--- src/rtl/whirlpool_pkg.sv ---
// whirlpool_pkg: shared state constants, byte-offset helper and FSM state type
package whirlpool_pkg;
  localparam int STATE_BYTES = 64;
  localparam int STATE_BITS = 512;
  typedef enum logic [1:0] {IDLE, BUSY, PIPE, DONE} state_t;
  function automatic int byte_msb(input int k);
    return STATE_BITS - 1 - 8 * k;
  endfunction
endpackage

--- src/rtl/whirlpool_sbox_stage_seq_if.sv ---
// whirlpool_sbox_stage_seq_if: input and output valid/ready channels of the S-box stage
interface whirlpool_sbox_stage_seq_if;
  import whirlpool_pkg::*;
  logic [STATE_BITS-1:0] in_data;
  logic in_valid;
  logic in_ready;
  logic [STATE_BITS-1:0] out_data;
  logic out_valid;
  logic out_ready;
  modport master (output in_data, in_valid, out_ready, input in_ready, out_data, out_valid);
  modport slave (input in_data, in_valid, out_ready, output in_ready, out_data, out_valid);
endinterface

--- src/rtl/whirlpool_sbox.sv ---
// whirlpool_sbox: combinational Whirlpool S-box built from the E, E^-1 and R mini-boxes
module whirlpool_sbox (
  input  logic [7:0] idata,
  output logic [7:0] odata
);
  localparam logic [63:0] E = 64'h1B9CD6F3E874A250;
  localparam logic [63:0] EI = 64'hF0D7BE5A92C13486;
  localparam logic [63:0] R = 64'h7CBDE49F638A2510;
  function automatic logic [3:0] nib(input logic [63:0] t, input logic [3:0] x);
    return t[60 - 4 * int'(x) +: 4];
  endfunction
  logic [3:0] a, b, r;
  assign a = nib(E, idata[7:4]);
  assign b = nib(EI, idata[3:0]);
  assign r = nib(R, a ^ b);
  assign odata = {nib(E, a ^ r), nib(EI, b ^ r)};
endmodule

--- src/rtl/whirlpool_sbox_stage_seq.sv ---
// whirlpool_sbox_stage_seq: sequential SubBytes over LANES bytes/cycle; WHIRLPOOL_SBOX_PIPE_REG_EN adds an S-box output register
module whirlpool_sbox_stage_seq
  import whirlpool_pkg::*;
#(
  parameter int LANES = 8
) (
  input  logic clk,
  input  logic rst_n,
  whirlpool_sbox_stage_seq_if.slave bus,
  output logic busy
);
  localparam int BEATS = STATE_BYTES / LANES;
  localparam int CW = BEATS > 1 ? $clog2(BEATS) : 1;
  localparam int W = 8 * LANES;
  if (LANES != 1 && LANES != 2 && LANES != 4 && LANES != 8 &&
      LANES != 16 && LANES != 32 && LANES != 64) begin : g_bad_lanes
    $error("whirlpool_sbox_stage_seq: LANES must be a power of two from 1 to 64");
  end
  state_t state;
  logic [CW-1:0] cnt;
  logic [STATE_BITS-1:0] sbuf;
  logic [W-1:0] lane_in, lane_out;
  logic last;
  assign lane_in = sbuf[byte_msb(int'(cnt) * LANES) -: W];
  assign last = cnt == CW'(BEATS - 1);
  assign bus.in_ready = state == IDLE || (state == DONE && bus.out_ready);
  assign bus.out_data = sbuf;
  for (genvar i = 0; i < LANES; i++) begin : g_lane
    whirlpool_sbox u_sbox (.idata(lane_in[8*i +: 8]), .odata(lane_out[8*i +: 8]));
  end
`ifdef WHIRLPOOL_SBOX_PIPE_REG_EN
  logic [W-1:0] pipe_q;
  logic [CW-1:0] pidx;
`endif
  // control FSM; the buffer is substituted in place one lane group per beat
  always_ff @(posedge clk) begin
    if (!rst_n) begin
      state <= IDLE;
      cnt <= '0;
      sbuf <= '0;
      bus.out_valid <= 1'b0;
      busy <= 1'b0;
`ifdef WHIRLPOOL_SBOX_PIPE_REG_EN
      pipe_q <= '0;
      pidx <= '0;
`endif
    end else begin
      case (state)
        IDLE: if (bus.in_valid) begin
          sbuf <= bus.in_data;
          cnt <= '0;
          state <= BUSY;
          busy <= 1'b1;
        end
        BUSY: begin
`ifdef WHIRLPOOL_SBOX_PIPE_REG_EN
          pipe_q <= lane_out;
          pidx <= cnt;
          if (cnt != '0) sbuf[byte_msb(int'(pidx) * LANES) -: W] <= pipe_q;
          if (last) state <= PIPE;
`else
          sbuf[byte_msb(int'(cnt) * LANES) -: W] <= lane_out;
          if (last) begin
            state <= DONE;
            bus.out_valid <= 1'b1;
            busy <= 1'b0;
          end
`endif
          cnt <= last ? '0 : cnt + 1'b1;
        end
`ifdef WHIRLPOOL_SBOX_PIPE_REG_EN
        PIPE: begin
          sbuf[byte_msb(int'(pidx) * LANES) -: W] <= pipe_q;
          state <= DONE;
          bus.out_valid <= 1'b1;
          busy <= 1'b0;
        end
`endif
        DONE: if (bus.out_ready) begin
          bus.out_valid <= 1'b0;
          if (bus.in_valid) begin
            sbuf <= bus.in_data;
            cnt <= '0;
            state <= BUSY;
            busy <= 1'b1;
          end else begin
            state <= IDLE;
          end
        end
        default: state <= IDLE;
      endcase
    end
  end
endmodule

--- src/flat_wrapper.sv ---
// flat-port wrapper written by rule: the top's interface ports become plain ports
module whirlpool_sbox_stage_seq_flat import whirlpool_pkg::*;
#(
  parameter int LANES = 8
)
  (clk, rst_n, busy, bus_in_data, bus_in_valid, bus_out_ready, bus_in_ready, bus_out_data, bus_out_valid);
  whirlpool_sbox_stage_seq_if bus_i ();
  input  logic clk;
  input  logic rst_n;
  output logic busy;
  input wire logic [$bits(bus_i.in_data)-1:0] bus_in_data;
  input wire logic [$bits(bus_i.in_valid)-1:0] bus_in_valid;
  input wire logic [$bits(bus_i.out_ready)-1:0] bus_out_ready;
  output wire logic [$bits(bus_i.in_ready)-1:0] bus_in_ready;
  output wire logic [$bits(bus_i.out_data)-1:0] bus_out_data;
  output wire logic [$bits(bus_i.out_valid)-1:0] bus_out_valid;
  assign bus_i.in_data = bus_in_data;
  assign bus_i.in_valid = bus_in_valid;
  assign bus_i.out_ready = bus_out_ready;
  assign bus_in_ready = bus_i.in_ready;
  assign bus_out_data = bus_i.out_data;
  assign bus_out_valid = bus_i.out_valid;
  whirlpool_sbox_stage_seq #(.LANES(LANES)) u_core (.clk(clk), .rst_n(rst_n), .bus(bus_i), .busy(busy));
endmodule
--- config.mk ---
export PLATFORM = sky130hd
export DESIGN_NAME = whirlpool_sbox_stage_seq_flat
export DESIGN_NICKNAME = d
export VERILOG_FILES = /design/src/rtl/whirlpool_pkg.sv /design/src/rtl/whirlpool_sbox_stage_seq_if.sv /design/src/rtl/whirlpool_sbox.sv /design/src/rtl/whirlpool_sbox_stage_seq.sv /design/src/flat_wrapper.sv
export SDC_FILE = /design/constraint.sdc
export NUM_CORES = 2
export LEC_CHECK = 0
export BUFFER_PORTS_ARGS = -buffer_cell sky130_fd_sc_hd__buf_2
export CAP_MARGIN = 20
export CORE_AREA = 2 2 403 405
export DETAILED_ROUTE_END_ITERATION = 10
export DIE_AREA = 0 0 405 407
export SKIP_CTS_REPAIR_TIMING = 1
export SLEW_MARGIN = 10
export SYNTH_ARGS = -nofsm -noshare
export SYNTH_HDL_FRONTEND = slang
export SYNTH_HIERARCHICAL = 1
export SYNTH_SLANG_ARGS = --single-unit
--- constraint.sdc ---
create_clock -name clk -period 8.9 [get_ports clk]
set_input_delay 2.225 -clock clk [delete_from_list [all_inputs] [get_ports clk]]
set_output_delay 2.225 -clock clk [all_outputs]
set_load 0.02 [all_outputs]
==> summary.md <==
| Metric | Value |
|---|---|
| Status | complete, no violations |
| VDD IR max | about 570 µV |
| Top-area cell type share of the netlist area | a little over a quarter |
| Clk network pwr share | around 14% |
| CTS tree | built |
| Max-slew headroom | 14.2% |
| Startpoint Class | flip-flop |
| Placement Setup Slack | 2.57 ns |
| Hold/Removal Path Class | reg -> reg |
| Switching share of power | a little under 60% |
| Clk pin slew, worst setup/hold paths | 0.07 ns |
| Top-count cell post-synth | dfxtp_1 |
| WP data required | roughly 9.5 ns |
| H-tree depth | 3 |
| Reg power frac | a little over an eighth |
| Final #Nets | between 5000 and 6000 |
| Netlist cell types | about 70 |
| Async S/R FF share, synth | 0% |
| Routability cong. | just under 1 |
| Die H | 407 µm |
| Post-Route WL | 236 mm |
| Via/cell ratio | between 6 and 7 |
| CP Capture Type | flip-flop |
| Synth Instances | about 3900 |
| Root Driver | clkbuf_16 |
| Io pins | between 1000 and 1500 |
| Number of global-route vias before repair | approximately 40000 |
| Kind of critical path | reg -> reg |
| RSZ-0062 raised after global routing | no |
| Synth Flop Type | dfxtp_1 |
| Max Cap Violations | 0 |
| Largest net degree at the start of global routing | 158 |
| Total congestion overflow | 0 |
| Clk buf depth | 3 |
| P_leak | between 15 and 20 nW |
| Hold Slack | ~0.54 ns |
| Net Switching | approximately 13 mW |
| Initial drt markers | 7151 |
| Seq/Total Area, Yosys | a little over a quarter |
| Clock Latency Late Sink | ~0.7 ns |
| Buffers on Ports | between 1000 and 1500 |
| Synthesis warning total | 6 |
| Syn-to-layout area delta | 20.6% |
| Post-DP HPWL | approximately 160 mm |
| Hold Crit Depth | 2 |
| R2R cell count | 17 |
| Post-detailed-route count of antenna-violating nets | 0 |
| Max-slew violation count | 0 |
| Worst Skew | roughly 0.046 ns |
| Avg WL per Cell | between 30 and 40 µm |
| Share of layout cells above drive strength 1 | a little under two fifths |
| Worst-Margin Slew | approximately 1.3 ns |
| Number of synthesized flops with an enable pin | 0 |
| Period utilization | ~73% |
| Minimum clock period | 6.46 ns |
| Critical Path AT | between 7 and 8 ns |
| DRT Pass-1 Iters | 9 |
| Most instantiated cells after synthesis | dfxtp_1, a32oi_1, a21oi_1 |
| Core area | about 0.16 mm² |
| Die area | approximately 0.16 mm² |
| DR vias | around 43000 |
| Worst setup margin | roughly 2.4 ns |
| Net count after synthesis | between 4000 and 5000 |
| Final Hold Viols | 0 |
| Top cells by area, synth | dfxtp_1, a32oi_1, mux4_2 |
| FP Rows | around 150 |
| Internal | ~9.2 mW |
| Avg Cell Area, Syn | 9.77 µm² |
| GRT Resource Usage Total | between 20 and 30% |
| DRC | 0 |
| Synth area leader | dfxtp_1 |
| Initial antenna violation count | just under 50 |
| Comb pwr share | between 70% and 80% |
| Num CTS Buffers | 72 |
| Crit Path Max Fanout | 65 |
| Achievable Freq | approximately 150 MHz |
| Synthesized cell area | roughly 0.039 mm² |
| Sum Neg Setup Slack | 0 ns |
| CTS Sinks | slightly above 500 |
| First-pass GRT wire length | roughly 320 mm |
| Final setup vio count | 0 |
| Die width | just over 400 µm |
| Pwr/cell area | 470 mW/mm² |
| #FFs+latches synth | between 500 and 600 |
| Starting density of the core | about a quarter |
worst max-delay path, stage by stage, from the launching register on:
cell and delay [ns]:
dfxtp_4 0.81, buf_12 0.41, mux4_2 0.39, nand2_1 0.12, nand2_1 0.19, inv_1 0.18
ha_1 0.31, mux4_2 0.54, xnor2_1 0.31, a21boi_0 0.21, mux2i_1 0.10, mux2i_2 0.32
xor2_1 0.48, o31ai_1 0.13, a21oi_1 0.75, buf_4 0.33, a32oi_1 0.38, a21oi_1 0.27
layer usage:
metal | global-route usage [%] | share of wire, % | vias to the layer above | wire [µm]
met4 | 17.7 | 7.0 | 30 | 16600
li1 | - | - | 17300 | -
met1 | 32.4 | 36 | 21200 | 85200
met5 | 0 | 0.078 | - | 185
met2 | 39.4 | 43 | 3814 | 101000
met3 | 10.7 | 14 | 852 | 32700
placed cells by master, fill, tap and decap left out, types with 19 or more instances in the layout:
cell          n
xor2_1       48
nor2_1      166
xor2_2       32
a21oi_1     413
a22oi_1      24
buf_2      1029
xnor2_1     104
clkbuf_1     19
o41ai_1     333
buf_4        81
a21o_1       24
diode_2      27
clkbuf_16    72
a32oi_1     515
ha_1         79
mux2i_1      57
nor2b_1      41
dfxtp_1     516
a221oi_2    120
nand3_1      33
o41ai_2      51
nand2_1     227
mux4_2      152
a31oi_1      24
inv_1        69
power by group through the flow:
stage / Sequential (mW) / Clock, mW / Combinational (mW)
finish: 2.85 / 3.04 / 15.9
global route: 2.86 / 3.14 / 16.5
CTS: 2.83 / 3.06 / 15.2
detailed placement: 2.88 / 0 / 15.1
global placement: 2.87 / 0 / 14.8
floorplan: 3.03 / 0 / 9.93
area by class of cell:
| class | instances | area [µm²] |
|---|---|---|
| well taps | 2160 | 2700 |
| fillers | 17100 | 114000 |
| multi-input cells | 2758 | 24600 |
| diodes | 27 | 67.6 |
| clock buffers | 103 | 2040 |
| repair buffers | 1121 | 5970 |
| flip-flops and latches | 519 | 10400 |
| inverters | 87 | 337 |
| clock inverters | 25 | 325 |
path summary, 6_finish.rpt:
kind,start,end,slack [ns]
worst max-delay path,u_core/cnt[1],u_core/bus.out_data[415],2.44
worst min-delay path,u_core/bus.out_valid,u_core/bus.out_valid,0.54
worst max register to register,u_core/cnt[1],u_core/bus.out_data[415],2.44
worst min register to register,u_core/bus.out_valid,u_core/bus.out_valid,0.54
sequential cells by signal, summed over array words and instances (netlist names):
register and cells:
u_core/bus.out_data 512, u_core/cnt 3, u_core/state 2, u_core/bus.out_valid 1
u_core/busy 1
metrics by stage:
stage	cell area [µm²]	total power, mW	instances	util (%)
final	46500	21.8	6800	29.0
after global routing	46500	22.5	6790	29.0
after CTS	46400	21.1	6770	28.9
after detailed placement	44000	18.0	6642	27.5
after global placement	44000	17.6	6641	27.5
after floorplan	38500	13.0	3946	-
cells by family (layout without fill, tap and decap cells):
kind of cell,count (synthesis),count (layout),share of synthesized area [%]
XOR/XNOR,192,192,5.14
AND/OR/NAND/NOR,565,565,6.79
other,0,27,0
AO/OA/AOI/OAI,1671,1671,37.3
multiplexers,251,251,11.8
buffers and inverters,669,1336,9.47
adder cells (fa/ha/maj),79,79,2.56
flip-flops,519,519,27.0
Note: power is estimated with default switching activity, not from simulation.
